**src/rtl/adder_pkg.sv**
```systemverilog
// Shared constants and stage-record types for the pipelined adder family.
package adder_pkg;

  localparam int unsigned DEFAULT_WIDTH  = 16;
  localparam int unsigned DEFAULT_STAGES = 4;

  // Control half of a pipeline stage record; the data half is sized per instance.
  typedef struct packed {
    logic valid;
    logic carry;
  } stage_ctl_t;

  function automatic int unsigned chunk_width(input int unsigned width, input int unsigned stages);
    return width / stages;
  endfunction

endpackage

```
**src/rtl/adder_chunk.sv**
```systemverilog
// Combinational CHUNK-bit ripple-carry adder slice; also exposes the carry into its MSB.
module adder_chunk #(
  parameter int unsigned CHUNK = 4
) (
  input  logic [CHUNK-1:0] a,
  input  logic [CHUNK-1:0] b,
  input  logic             cin,
  output logic [CHUNK-1:0] sum,
  output logic             cout,
  output logic             msb_cin
);

  logic [CHUNK:0] c;

  // Bit-serial ripple through the chunk
  always_comb begin
    sum  = '0;
    c    = '0;
    c[0] = cin;
    for (int i = 0; i < int'(CHUNK); i++) begin
      sum[i]   = a[i] ^ b[i] ^ c[i];
      c[i+1]   = (a[i] & b[i]) | (c[i] & (a[i] ^ b[i]));
    end
  end

  assign cout    = c[CHUNK];
  assign msb_cin = c[CHUNK-1];

endmodule

```
**src/rtl/pipelined_adder.sv**
```systemverilog
// Pipelined ripple-carry adder/subtractor with valid/ready stream handshake.
// Optional signed overflow output enabled by PIPELINED_ADDER_OVERFLOW_EN.
module pipelined_adder
  import adder_pkg::*;
#(
  parameter int unsigned WIDTH  = DEFAULT_WIDTH,
  parameter int unsigned STAGES = DEFAULT_STAGES
) (
  input  logic             clk,
  input  logic             rst_n,
  input  logic             in_valid,
  output logic             in_ready,
  input  logic [WIDTH-1:0] a,
  input  logic [WIDTH-1:0] b,
  input  logic             carry_in,
  input  logic             sub,
  output logic             out_valid,
  input  logic             out_ready,
  output logic [WIDTH-1:0] sum,
  output logic             carry_out
`ifdef PIPELINED_ADDER_OVERFLOW_EN
  ,
  output logic             overflow
`endif
);

  localparam int unsigned CHUNK = chunk_width(WIDTH, STAGES);

  logic             adv;
  logic [WIDTH-1:0] b_eff;
  logic             c0;

  // Whole pipeline advances together; a stall freezes bubbles as well
  assign adv      = !out_valid || out_ready;
  assign in_ready = adv;

  assign b_eff = sub ? ~b : b;
  assign c0    = sub ? ~carry_in : carry_in;

  // Stage k register holds the operands/carry entering chunk k.
  // acc carries finished sum bits below chunk k and raw A bits from chunk k up;
  // bsk carries only the not-yet-consumed upper bits of b_eff.
  for (genvar k = 0; k < int'(STAGES); k++) begin : g_stage
    localparam int unsigned BW = WIDTH - (int'(k) * CHUNK);

    stage_ctl_t       ctl;
    logic [WIDTH-1:0] acc;
    logic [BW-1:0]    bsk;
    logic [CHUNK-1:0] csum;
    logic             cout;
    logic             msb_cin;
    logic             unused_msb_cin;
    logic [WIDTH-1:0] acc_nxt;

    adder_chunk #(
      .CHUNK (CHUNK)
    ) u_chunk (
      .a       (acc[k*CHUNK +: CHUNK]),
      .b       (bsk[CHUNK-1:0]),
      .cin     (ctl.carry),
      .sum     (csum),
      .cout    (cout),
      .msb_cin (msb_cin)
    );

    assign unused_msb_cin = msb_cin;

    always_comb begin
      acc_nxt                     = acc;
      acc_nxt[k*CHUNK +: CHUNK]   = csum;
    end

    if (k == 0) begin : g_load
      always_ff @(posedge clk or negedge rst_n) begin
        if (!rst_n) begin
          ctl <= '0;
          acc <= '0;
          bsk <= '0;
        end else if (adv) begin
          ctl.valid <= in_valid;
          ctl.carry <= c0;
          acc       <= a;
          bsk       <= b_eff;
        end
      end
    end else begin : g_shift
      always_ff @(posedge clk or negedge rst_n) begin
        if (!rst_n) begin
          ctl <= '0;
          acc <= '0;
          bsk <= '0;
        end else if (adv) begin
          ctl.valid <= g_stage[k-1].ctl.valid;
          ctl.carry <= g_stage[k-1].cout;
          acc       <= g_stage[k-1].acc_nxt;
          bsk       <= g_stage[k-1].bsk[BW+CHUNK-1:CHUNK];
        end
      end
    end
  end

  // Output register: result of the final chunk, held while stalled
  always_ff @(posedge clk or negedge rst_n) begin
    if (!rst_n) begin
      out_valid <= 1'b0;
      sum       <= '0;
      carry_out <= 1'b0;
`ifdef PIPELINED_ADDER_OVERFLOW_EN
      overflow  <= 1'b0;
`endif
    end else if (adv) begin
      out_valid <= g_stage[STAGES-1].ctl.valid;
      sum       <= g_stage[STAGES-1].acc_nxt;
      carry_out <= g_stage[STAGES-1].cout;
`ifdef PIPELINED_ADDER_OVERFLOW_EN
      overflow  <= g_stage[STAGES-1].msb_cin ^ g_stage[STAGES-1].cout;
`endif
    end
  end

endmodule

```
**config.mk**
```make
export PLATFORM = sky130hd
export DESIGN_NAME = pipelined_adder
export DESIGN_NICKNAME = d
export VERILOG_FILES = /design/src/rtl/adder_pkg.sv /design/src/rtl/adder_chunk.sv /design/src/rtl/pipelined_adder.sv
export SDC_FILE = /design/constraint.sdc
export NUM_CORES = 1
export LEC_CHECK = 0
export BUFFER_PORTS_ARGS = -buffer_cell sky130_fd_sc_hd__buf_2
export CAP_MARGIN = 20
export CORE_MARGIN = 2
export CORE_UTILIZATION = 47
export CTS_BUF_LIST = sky130_fd_sc_hd__clkbuf_8 sky130_fd_sc_hd__clkbuf_16
export DETAILED_ROUTE_END_ITERATION = 10
export PLACE_DENSITY = 0.75
export SLEW_MARGIN = 40
export SYNTH_ARGS = -nofsm -noshare
export SYNTH_HDL_FRONTEND = slang
export SYNTH_SLANG_ARGS = --single-unit
export TNS_END_PERCENT = 100
```
**constraint.sdc**
```tcl
create_clock -name clk -period 3.6 [get_ports clk]
set_input_delay 0.54 -clock clk [delete_from_list [all_inputs] [get_ports clk]]
set_output_delay 0.54 -clock clk [all_outputs]
set_load 0.005 [all_outputs]
```
==> impl_metrics.yaml <==
global_routing:
  grt.overflow.total: 0
  grt_pass1_vias: 2946
  grt_usage: 0.160
  antenna_found_initial: 0
  grt_pass1_wl_um: 15700
  grt_max_degree: 112
critical_path:
  timing.rr.start: "g_stage[2].acc[8]"
  cp_top_family: "flip-flops"
  crit_slowest_cell: "dfrtp_1"
  worstPathMaxFanout: 37
  crit_type: "reg2out"
  start_kind: "flop"
  cp.arrival_ns: 1.77
  required_ns: 3.06
  crit_path_max_incr_delay_ns: 0.61
  r2r_cells: 8
  cp_num_cells: 2
  reg2reg_slack_ns: 1.36
  crit_buf_inv: 1
  worstReg2RegEnd: "g_stage[3].acc[11]"
  setup.worst_path.end: "in_ready"
  crit_start: "out_valid"
  cp-end-kind: "output pin"
  path_cells: "nand2b_4 -> buf_2"
detailed_routing:
  drtPass1Iterations: 4
  postRouteWirelength_um: 9420
  routed_via_density: 4.88
  antenna_left: 0
  via_count: 2810
  drtIter0Drc: 140
  drc: 0
  routedWlPerCell_um: 16.4
finish:
  fin_cells: 576
  drive_above_1_share: 0.503
  fillers: 943
  syn2layout_area_growth_pct: 16.9
  final_nets: 470
  antenna_cells: 0
power:
  power.density_nw_per_um2: 924
  p_clk_frac: 0.261
  total_power_w: 0.00624
  p_sw_frac: 0.291
  ir_drop_uv: 489
  p_int_w: 0.00442
  leakagePower_nw: 3.26
  power.switching_w: 0.00182
  seq_power_share: 0.411
  pwr-share-comb: 0.328
sta:
  fmax_mhz: 434
  period_needed_ns: 2.31
  finalSetupTns_ns: 0
  drv_slew: 0
  finClkSkew_ns: 0.00510
  finalCritPeriodShare: 0.641
  relSlewSlack: 0.576
  worst_slew_pin_slew_ns: 0.636
  setup_viol: 0
  hold_viol: 0
  rsz0062_at_grt: "no"
clock_network:
  cts_tree: "yes"
  clk_root_buffer_cell: "clkbuf_16"
  cts_num_sinks: 130
  cts_buffer_depth: 2
  clkTransAtPathRegs_ns: 0.06
  hold_buffers: 0
  numCtsBuffers: 17
  postCtsSetupBuffers: 0
  cts_resized: 0
  htreeDepth: 4
  clkLatencyLatePin_ns: 0.41
yosys:
  syn_area_um2: 5770
  synth_flop_cell: "dfrtp_1"
  ys_seq_elements: 130
  async_flop_share: 1.00
  synthTopCellsByArea: "dfrtp_1 (56%), mux2_4 (19%), mux2_2 (8.2%)"
  ys_seq_area_frac: 0.564
  synth_edf_count: 0
  synth_top_area_frac: 0.564
  ys_warn_count: 0
  yosysMostFrequentCell: "dfrtp_1"
  ys_types: 16
  synth_cells: 353
  avgSynthCellArea_um2: 16.3
  synthTopCellsByCount: "dfrtp_1 (130), mux2_4 (73), mux2_2 (42)"
  synth_nets: 407
  synth_largest_area_cell: "dfrtp_1"
die:
  core_um2: 12000
  die_h_um: 115
  io_pins: 57
  rows: 40
  die_w_um: 115
  die_area_um2: 13200
  start_util: 0.480
job:
  timing.max_cap.violations: 0
place:
  dp_cells: 542
  hpwlAfterDp_um: 5870
  port_buffers: 56
  gp_congestion: 0.721
hold_path:
  worstHoldPathType: "in2reg"
  hold_path_depth: 2
run_status:
  status: "finished clean"
-- worst register-to-register path, stage by stage (launching register included) --
cell and delay (ns):
dfrtp_1 0.41, fa_1 0.44, inv_1 0.08, fa_1 0.16
inv_1 0.05, fa_1 0.37, inv_1 0.10, fa_1 0.43
a21oi_1 0.13
-- placed cells by master (no fill, tap or decap), types with 2 or more instances in the layout --
cell,count
buf_4,4
nor3b_1,12
mux2i_1,2
mux2_4,73
clkinvlp_4,3
xnor2_1,2
inv_1,31
clkbuf_16,17
clkinv_2,6
xor2_1,15
buf_2,55
dfrtp_1,130
a21oi_1,3
mux2_2,42
fa_1,16
bufinv_16,2
a21oi_2,9
-- cell families after synthesis --
family          count (synthesis)  synth area share
fa+ha+maj                      16            0.0555
simple gates                   14            0.0178
xor+xnor                       17            0.0258
flops                         130             0.564
buf+inv                        47            0.0455
mux                           117             0.275
compound gates                 12            0.0163
-- power by group through the flow --
stage / combinational [W] / clock (W) / sequential, W
final: 0.00204 / 0.00163 / 0.00256
after global routing: 0.00225 / 0.00173 / 0.00266
after CTS: 0.00207 / 0.00166 / 0.00257
after detailed placement: 0.00203 / 0 / 0.00258
after global placement: 0.00195 / 0 / 0.00254
after floorplan: 0.00166 / 0 / 0.00244
-- flip-flops by register name, summed over array words and instances, names as in the netlist --
name and count:
g_stage.bsk 40, out_valid 1, g_stage.ctl 8, sum 16, carry_out 1, g_stage.acc 64
-- worst min path at each step --
stage,startpoint,end
floorplan,rst_n,carry_out
global placement,g_stage[3].ctl[1],out_valid
detailed placement,g_stage[3].ctl[1],out_valid
CTS,rst_n,g_stage[1].bsk[0]
global route,in_valid,g_stage[0].ctl[1]
finish,a[11],g_stage[0].acc[11]
-- layer usage --
metal	vias up	routed length (um)	track usage	part of all wire
met2	53	4430	0.237	0.47
li1	1304	-	-	-
met3	13	386	0.0554	0.041
met4	0	158	0.0602	0.017
met5	-	0	0	0
met1	1440	4450	0.220	0.47
-- per-stage QoR --
step           worst slack [ns]  hold WS (ns)  instance area (um2)   util
2_1_floorplan              1.56         0.244                 5770      -
3_3_place_gp               1.29         0.443                 6140  0.511
3_5_place_dp               1.25         0.461                 6140  0.512
4_1_cts                    1.27         0.220                 6710  0.558
5_1_grt                    1.15         0.339                 6750  0.562
6_report                   1.29         0.356                 6750  0.562
-- cell type report --
type	count	area, um2	share of cell area
inverters	28	105	0.0156
well taps	147	184	0.0273
clock buffers	18	439	0.0651
flip-flops and latches	130	3250	0.482
multi-input cells	176	2260	0.335
repair buffers	63	378	0.0560
clock inverters	14	124	0.0184
Power figures use the tool's default switching activity.
